### config.mk
export PLATFORM = sky130hd
export DESIGN_NAME = imem_boot_loader_flat
export DESIGN_NICKNAME = d
export VERILOG_FILES = /design/src/rtl/imem_boot_loader_if.sv /design/src/rtl/imem_boot_loader.sv /design/src/flat_wrapper.sv
export SDC_FILE = /design/constraint.sdc
export NUM_CORES = 1
export LEC_CHECK = 0
export ABC_AREA = 0
export CAP_MARGIN = 25
export CORE_UTILIZATION = 43
export CTS_BUF_LIST = sky130_fd_sc_hd__clkbuf_4
export DETAILED_ROUTE_END_ITERATION = 8
export REMOVE_ABC_BUFFERS = 1
export SYNTH_ARGS = -nofsm -noshare
export SYNTH_HDL_FRONTEND = slang
export SYNTH_SLANG_ARGS = --single-unit
### constraint.sdc
create_clock -name clk -period 5.5 [get_ports clk]
set_clock_uncertainty 0.05 [all_clocks]
set_input_delay 1.1 -clock clk [delete_from_list [all_inputs] [get_ports clk]]
set_output_delay 1.1 -clock clk [all_outputs]
set_load 0.01 [all_outputs]
### src/rtl/imem_boot_loader_if.sv
// Byte-stream valid/ready channel that feeds the instruction-memory boot loader.
interface imem_boot_loader_if;
    logic       rx_valid;
    logic [7:0] rx_data;
    logic       rx_ready;

    modport master (output rx_valid, output rx_data, input rx_ready);
    modport slave  (input rx_valid, input rx_data, output rx_ready);
endinterface

### src/rtl/imem_boot_loader.sv
// Boot loader: parses SYNC/LEN/payload/CSUM frames into 16-bit imem writes and releases the core on success.
// Optional inter-byte timeout enabled by defining BOOT_TIMEOUT_EN.
module imem_boot_loader #(
    parameter logic [7:0]  SYNC_BYTE      = 8'hA5,
    parameter int unsigned ADDR_W         = 8
`ifdef BOOT_TIMEOUT_EN
    , parameter int unsigned TIMEOUT_CYCLES = 1024
`endif
) (
    input  logic                clk,
    input  logic                reset,
    imem_boot_loader_if.slave   bus,
    input  logic                reload,
    output logic                imem_we,
    output logic [ADDR_W-1:0]   imem_addr,
    output logic [15:0]         imem_wdata,
    output logic                cpu_reset,
    output logic                done,
    output logic                error
);

    localparam int unsigned LEN_W = 9;

    typedef enum logic [2:0] {
        ST_IDLE, ST_LEN, ST_HI, ST_LO, ST_CSUM, ST_DONE, ST_ERR
    } state_t;

    state_t              state_q, state_d;
    logic [LEN_W-1:0]    len_q, len_d;
    logic [LEN_W-1:0]    words_q, words_d;
    logic [ADDR_W-1:0]   count_q, count_d;
    logic [7:0]          csum_q, csum_d;
    logic [7:0]          hi_q, hi_d;
    logic                imem_we_q, imem_we_d;
    logic [ADDR_W-1:0]   imem_addr_q, imem_addr_d;
    logic [15:0]         imem_wdata_q, imem_wdata_d;
    logic                cpu_reset_q, cpu_reset_d;
    logic                done_q, done_d;
    logic                error_q, error_d;
    logic                rx_ready_c;
    logic                accept_c;

`ifdef BOOT_TIMEOUT_EN
    localparam int unsigned TMO_W = $clog2(TIMEOUT_CYCLES + 1);
    logic [TMO_W-1:0] tmo_q, tmo_d;
`endif

    assign rx_ready_c   = (state_q != ST_DONE);
    assign accept_c     = bus.rx_valid && rx_ready_c;
    assign bus.rx_ready = rx_ready_c;

    // Frame parser; outputs are computed here and registered below.
    always_comb begin
        state_d      = state_q;
        len_d        = len_q;
        words_d      = words_q;
        count_d      = count_q;
        csum_d       = csum_q;
        hi_d         = hi_q;
        imem_we_d    = 1'b0;
        imem_addr_d  = imem_addr_q;
        imem_wdata_d = imem_wdata_q;
        cpu_reset_d  = cpu_reset_q;
        done_d       = done_q;
        error_d      = error_q;
`ifdef BOOT_TIMEOUT_EN
        tmo_d        = '0;
`endif

        case (state_q)
            ST_IDLE, ST_ERR: begin
                if (accept_c && bus.rx_data == SYNC_BYTE) begin
                    csum_d  = 8'h00;
                    count_d = '0;
                    words_d = '0;
                    error_d = 1'b0;
                    state_d = ST_LEN;
                end
            end
            ST_LEN: begin
                if (accept_c) begin
                    // A length byte of zero encodes a full 256-word image.
                    len_d   = (bus.rx_data == 8'h00) ? LEN_W'(256) : LEN_W'(bus.rx_data);
                    state_d = ST_HI;
                end
            end
            ST_HI: begin
                if (accept_c) begin
                    hi_d    = bus.rx_data;
                    csum_d  = csum_q ^ bus.rx_data;
                    state_d = ST_LO;
                end
            end
            ST_LO: begin
                if (accept_c) begin
                    csum_d       = csum_q ^ bus.rx_data;
                    imem_we_d    = 1'b1;
                    imem_addr_d  = count_q;
                    imem_wdata_d = {hi_q, bus.rx_data};
                    count_d      = count_q + ADDR_W'(1);
                    words_d      = words_q + LEN_W'(1);
                    state_d      = (words_q + LEN_W'(1) == len_q) ? ST_CSUM : ST_HI;
                end
            end
            ST_CSUM: begin
                if (accept_c) begin
                    if (bus.rx_data == csum_q) begin
                        state_d     = ST_DONE;
                        done_d      = 1'b1;
                        cpu_reset_d = 1'b0;
                    end else begin
                        state_d = ST_ERR;
                        error_d = 1'b1;
                    end
                end
            end
            ST_DONE: begin
                if (reload) begin
                    state_d     = ST_IDLE;
                    cpu_reset_d = 1'b1;
                    done_d      = 1'b0;
                end
            end
            default: state_d = ST_IDLE;
        endcase

`ifdef BOOT_TIMEOUT_EN
        // Inter-byte watchdog while a frame is in flight.
        if ((state_q == ST_LEN || state_q == ST_HI || state_q == ST_LO || state_q == ST_CSUM)
            && !accept_c) begin
            if (tmo_q == TMO_W'(TIMEOUT_CYCLES - 1)) begin
                state_d = ST_ERR;
                error_d = 1'b1;
            end else begin
                tmo_d = tmo_q + TMO_W'(1);
            end
        end
`endif
    end

    always_ff @(posedge clk or posedge reset) begin
        if (reset) begin
            state_q      <= ST_IDLE;
            len_q        <= '0;
            words_q      <= '0;
            count_q      <= '0;
            csum_q       <= 8'h00;
            hi_q         <= 8'h00;
            imem_we_q    <= 1'b0;
            imem_addr_q  <= '0;
            imem_wdata_q <= 16'h0000;
            cpu_reset_q  <= 1'b1;
            done_q       <= 1'b0;
            error_q      <= 1'b0;
`ifdef BOOT_TIMEOUT_EN
            tmo_q        <= '0;
`endif
        end else begin
            state_q      <= state_d;
            len_q        <= len_d;
            words_q      <= words_d;
            count_q      <= count_d;
            csum_q       <= csum_d;
            hi_q         <= hi_d;
            imem_we_q    <= imem_we_d;
            imem_addr_q  <= imem_addr_d;
            imem_wdata_q <= imem_wdata_d;
            cpu_reset_q  <= cpu_reset_d;
            done_q       <= done_d;
            error_q      <= error_d;
`ifdef BOOT_TIMEOUT_EN
            tmo_q        <= tmo_d;
`endif
        end
    end

    assign imem_we    = imem_we_q;
    assign imem_addr  = imem_addr_q;
    assign imem_wdata = imem_wdata_q;
    assign cpu_reset  = cpu_reset_q;
    assign done       = done_q;
    assign error      = error_q;

endmodule

### src/flat_wrapper.sv
// flat-port wrapper written by rule: the top's interface ports become plain ports
module imem_boot_loader_flat 
#(
    parameter logic [7:0]  SYNC_BYTE      = 8'hA5,
    parameter int unsigned ADDR_W         = 8

)
  (clk, reset, reload, imem_we, imem_addr, imem_wdata, cpu_reset, done, error, bus_rx_valid, bus_rx_data, bus_rx_ready);
  imem_boot_loader_if bus_i ();
  input  logic clk;
  input  logic reset;
  input  logic reload;
  output logic imem_we;
  output logic [ADDR_W-1:0] imem_addr;
  output logic [15:0] imem_wdata;
  output logic cpu_reset;
  output logic done;
  output logic error;
  input wire logic [$bits(bus_i.rx_valid)-1:0] bus_rx_valid;
  input wire logic [$bits(bus_i.rx_data)-1:0] bus_rx_data;
  output wire logic [$bits(bus_i.rx_ready)-1:0] bus_rx_ready;
  assign bus_i.rx_valid = bus_rx_valid;
  assign bus_i.rx_data = bus_rx_data;
  assign bus_rx_ready = bus_i.rx_ready;
  imem_boot_loader #(.SYNC_BYTE(SYNC_BYTE), .ADDR_W(ADDR_W)) u_core (.clk(clk), .reset(reset), .bus(bus_i), .reload(reload), .imem_we(imem_we), .imem_addr(imem_addr), .imem_wdata(imem_wdata), .cpu_reset(cpu_reset), .done(done), .error(error));
endmodule
# Yosys cells after proc, flatten, opt, wreduce, memory -nomap -nowiden
# Index checks and enable logic that the tools add are counted.
[totals]
latch_bits = 0
wordCells = 84
rom_bits = 0
input_bits = 12
ramBits = 0
out_inout_bits = 29
register_bits = 73
mem_count = 0
[classes]
mul = 0
bitwise = 1
addsub = 2
mux = 32
eq_ne = 19
reduce_logical = 18
n_shift = 0
n_lt_le_gt_ge = 0
n_div = 0
[op_table]
columns = ["operator", "count"]
rows = [
  ["$pmux W8 S2", 2],
  ["$mux W9", 3],
  ["$mux W8", 3],
  ["$mux W3", 7],
  ["$pmux W3 S6", 1],
  ["$pmux W9 S2", 1],
  ["$ne A2 B1 Y1 const B", 7],
  ["$mux W1", 11],
  ["$add A9 B1 Y9 const B", 1],
  ["$eq A3 B3 Y1 const B", 3],
  ["$eq A9 B9 Y1", 1],
  ["$add A8 B1 Y8 const B", 1],
  ["$eq A8 B8 Y1", 1],
  ["$eq A8 B8 Y1 const B", 1],
  ["$logic_not A8 Y1", 1],
  ["$reduce_and A4 Y1", 2],
  ["$reduce_bool A2 Y1", 4],
  ["$xor A8 B8 Y8", 1],
  ["$eq A3 B2 Y1 const B", 2],
  ["$pmux W1 S2", 3],
  ["$reduce_and A2 Y1", 3],
  ["$reduce_and A3 Y1", 2],
  ["$reduce_and A6 Y1", 1],
  ["$ne A2 B2 Y1 const B", 2],
  ["other kinds (6)", 8],
]

# Logic depth before layout (Yosys ltp)
[depth]
depth_word = 5
depth_mapped = 9
depth_no_buf = 7

# Least setup slack after synthesis
# No wires, ideal clock.
[synth_timing]
path_type = "input -> register"
startpoint = "input bus_rx_data[4]"
endpoint = "register u_core.state_q[1]"
setup_ns = 0.118
path_slack_ns = 3.128
t_arrival_ns = 2.204
stages = 6
required_ns = 5.332
cell_sequence = "nor4_4 > a311oi_2 > a221o_1 > a21oi_1 > o21ai_1 > a21o_1"
[synth_via]
elab_chain_cells = 4
[synth_lines]
columns = ["element", "line_no", "source"]
rows = [
  ["start, declared", "flat_wrapper.sv:20", "input wire logic [$bits(bus_i.rx_data)-1:0] bus_rx_data;"],
  ["$eq A8 B8 Y1, on equally long branches", "imem_boot_loader.sv:107, imem_boot_loader.sv:72", ""],
  ["$mux W2 / $logic_and A1 B1 Y1 (equally long branches)", "imem_boot_loader.sv:107, imem_boot_loader.sv:72", ""],
  ["$mux W3 / $ne A2 B1 Y1 (equally long branches)", "-", ""],
  ["$pmux W3 S6 / $reduce_and A6 Y1 (equally long branches)", "-", ""],
  ["end signal, assigned", "imem_boot_loader.sv:159", "state_q <= state_d;"],
  ["end, declared", "imem_boot_loader.sv:28", "state_t state_q, state_d;"],
]
# Several ways; a longest one is shown, not always the timed one. The select of a mux whose other input is x is not followed.
# A chain may end at the register's enable or synchronous reset.

# Worst setup path after layout
[layout_timing]
startpoint = "register u_core.state_q[2]"
endpoint = "output bus_rx_ready"
[layout_via]
elab_chain_cells = 1
[layout_lines]
columns = ["element", "line_no", "source"]
rows = [
  ["$ne A3 B3 Y1", "imem_boot_loader.sv:48", "assign rx_ready_c = (state_q != ST_DONE);"],
  ["end, declared", "flat_wrapper.sv:21", "output wire logic [$bits(bus_i.rx_ready)-1:0] bus_rx_ready;"],
]
# No other way between the ends.

==> results by group <==
Outcome
  – Status: finished, final reports clean

Detailed routing
  – Drt total wl: about 7500 um
  – DRC: 0
  – Vias/cell: between 5 and 6
  – Initial DRC Count: around 120
  – DR pass1 iterations: 5
  – Routed length per instance: roughly 15 um
  – Routed Antenna Nets: 0
  – Via count: about 2,800

Placement
  – PortBufs: 40
  – Placer Congestion: roughly 0.83
  – DP Wirelength: around 5000 um

Synthesis
  – Post-synthesis sequential area ratio: 0.5031
  – Area share of fa/ha/maj cells after synthesis: 0.006887
  – Synth Flop Type: dfrtp_1
  – Asr flop ratio synth: 1.000
  – Synth Area in Simple Gates: 0.2121
  – Synthesis warning total: 0
  – Mux share of post-synthesis cell area: 0.04959
  – Cell area after synthesis: about 3600 sq um
  – XOR/XNOR share of the synthesized area: 0.04339
  – Avg Inst Size Synth: between 9 and 10 sq um
  – Number of enable flip-flop cells after synthesis: 0
  – Syn Inst Count: 377
  – Library cells used by synthesis: 53
  – Register bit count reported by yosys: 73
  – Complex-gate fraction of the synthesized area: 0.1470
  – Largest family of logic cells by synthesized area: simple AND/OR/NAND/NOR gates

Global routing
  – Pin count of the biggest net entering global routing: 43
  – GRT Resource Usage Total: 0.1942
  – Initial antenna violation count: 0
  – Vias in the first global route: about 2,800
  – Global route total overflow: 0
  – First-pass GRT wire length: about 13,000 um

Setup path
  – Critical Path Sink Type: output port
  – CP Max Fanout: 9
  – Worst Path Arrival: ~1.8 ns
  – Worst Setup Start Kind: flop
  – Crit path kind: reg2out
  – CP Data Required Time: ~4.4 ns

Cells and area
  – Antenna diodes: 0
  – Area delta synth->final: 15.50%
  – Area occupied by registers: around 1800 sq um
  – Fillers: 771
  – Commonest non-fill, non-tap cell in the layout: nand2_1
  – Most frequent cells in the layout: 90 x nand2_1, 72 x dfrtp_1, 40 x clkdlybuf4s50_1, 34 x o21ai_0, 19 x nor2_1
  – # nets final: 424
  – Share of layout cells above drive strength 1: 0.1184
  – Multi-input gate area: about 1700 sq um

STA
  – Fin. Hold Viols: 0
  – Fmax: about 340 MHz
  – Relative slew slack: 0.4285
  – Fin Hold WS: about 0.43 ns
  – Final TNS setup: 0 ns
  – Min cycle time layout: 2.934 ns
  – Max-slew violations: 0
  – Measured slew at the worst slew-check pin: between 0.8 and 0.9 ns
  – Final count of negative-setup-slack endpoints: 0
  – RSZ-0062 raised after global routing: false
  – Tcrit/Tclk final: 0.5335

Clock tree
  – Post-CTS sizing: 0
  – Reg clk slew, reported paths: between 0.1 and 0.15 ns
  – CTS Buffer Depth: 2
  – Root buf cell: clkbuf_4
  – Htree depth: 3
  – Post-CTS setup buffers: 0
  – CTS tree: done
  – Clock Latency Late Sink: ~0.40 ns
  – CTS Hold Bufs: 0
  – Clock Sinks: 73
  – CTS Buf Count: 9

Die
  – I/O pins: 41
  – Die area: slightly below 9000 sq um
  – Rows: 33
  – Chip Width: 93.93 um
  – Initial Util: 0.4422
  – Die H: between 90 and 100 um
  – Core region area: between 8000 and 9000 sq um

Pwr
  – Power Density: roughly 380 nW/um^2
  – Power Total: 1.583 mW
  – VDD IR-drop max: ~0.00017 V
  – Lkg Pwr: 1.885 nW

Worst hold path
  – Worst hold path class: reg2reg

Job
  – Max Cap Viol: 0
==> per-layer routing <==
layer / up-vias / track usage / routed length (um)
met1: 1359 / 0.2695 / 3727
li1: 1379 / - / -
met4: 0 / 0.07692 / 80
met2: 45 / 0.3029 / 3477
met3: 8 / 0.03155 / 245
met5: - / 0 / 0
==> sequential cells by signal, indices dropped and copies added, names as in the netlist <==
signal	cells
u_core.count_q	8
u_core.done	1
u_core.cpu_reset	1
u_core.imem_addr	8
u_core.state_q	3
u_core.csum_q	8
u_core.imem_wdata	16
u_core.len_q	9
u_core.imem_we	1
u_core.hi_q	8
u_core.words_q	9
u_core.error	1
==> synthesized netlist by cell type (all sizes together) (7+ instances only) <==
library cell	n	share of area
nand2	90	0.093
dfrtp	72	0.50
o21ai	42	0.059
nor2	20	0.021
mux2	16	0.050
buf	13	0.022
xor2	13	0.031
nor3b	11	0.024
a21o	10	0.021
clkbuf	8	0.011
a21oi	7	0.0096
nand3	7	0.0096
==> cell families (layout without fill, tap and decap cells) <==
family,count (synthesis),count (layout)
XOR/XNOR,18,18
AO/OA/AOI/OAI,84,84
AND/OR/NAND/NOR,158,158
buffers and inverters,26,63
adder cells (fa/ha/maj),2,2
flip-flops,73,73
multiplexers,16,16
==> area by class of cell <==
cell class / instances / area share
Inverter: 5 / 0.004472
Timing Repair Buffer: 43 / 0.1008
Clock inverter: 6 / 0.01431
Sequential cell: 73 / 0.4356
Multi-Input combinational cell: 278 / 0.3974
Tap cell: 105 / 0.03131
Clock buffer: 9 / 0.01610
==> worst paths after layout <==
path	start	endpoint	slack, ns	cells past startpoint
worst max-delay path	u_core.state_q[2]	bus_rx_ready	2.57	3
max in group asynchronous	reset	u_core.words_q[0]	3.34	3
worst min-delay path	u_core.hi_q[6]	u_core.imem_wdata[14]	0.43	2
worst min register to register	u_core.hi_q[6]	u_core.imem_wdata[14]	0.43	2
worst max register to register	u_core.state_q[0]	u_core.words_q[3]	3.17	7
min in group asynchronous	reset	u_core.imem_wdata[9]	1.13	2
==> per-stage QoR <==
stage               worst slack (ns)  utilization  cells  area (sq um)
floorplan                      2.498            -    356          3515
CTS                            2.529       0.5098    518          4189
finish                         2.566       0.5107    519          4197
global placement               2.243       0.4943    503          4061
detailed placement             2.200       0.4943    503          4061
global route                   2.480       0.5107    519          4197
==> power breakdown <==
part	internal (mW)	switching, mW	leakage [nW]
Combinational	0.254	0.233	0.891
Sequential	0.665	0.111	0.925
Clock	0.134	0.186	0.0692
Total	1.05	0.530	1.88
==> critical path: stages, from the launching register on <==
cell and delay (ns):
dfrtp_1 0.59, and2b_4 0.25, nand2_1 0.06, clkdlybuf4s50_1 0.50
No activity file was read; power rests on OpenSTA's default activity.
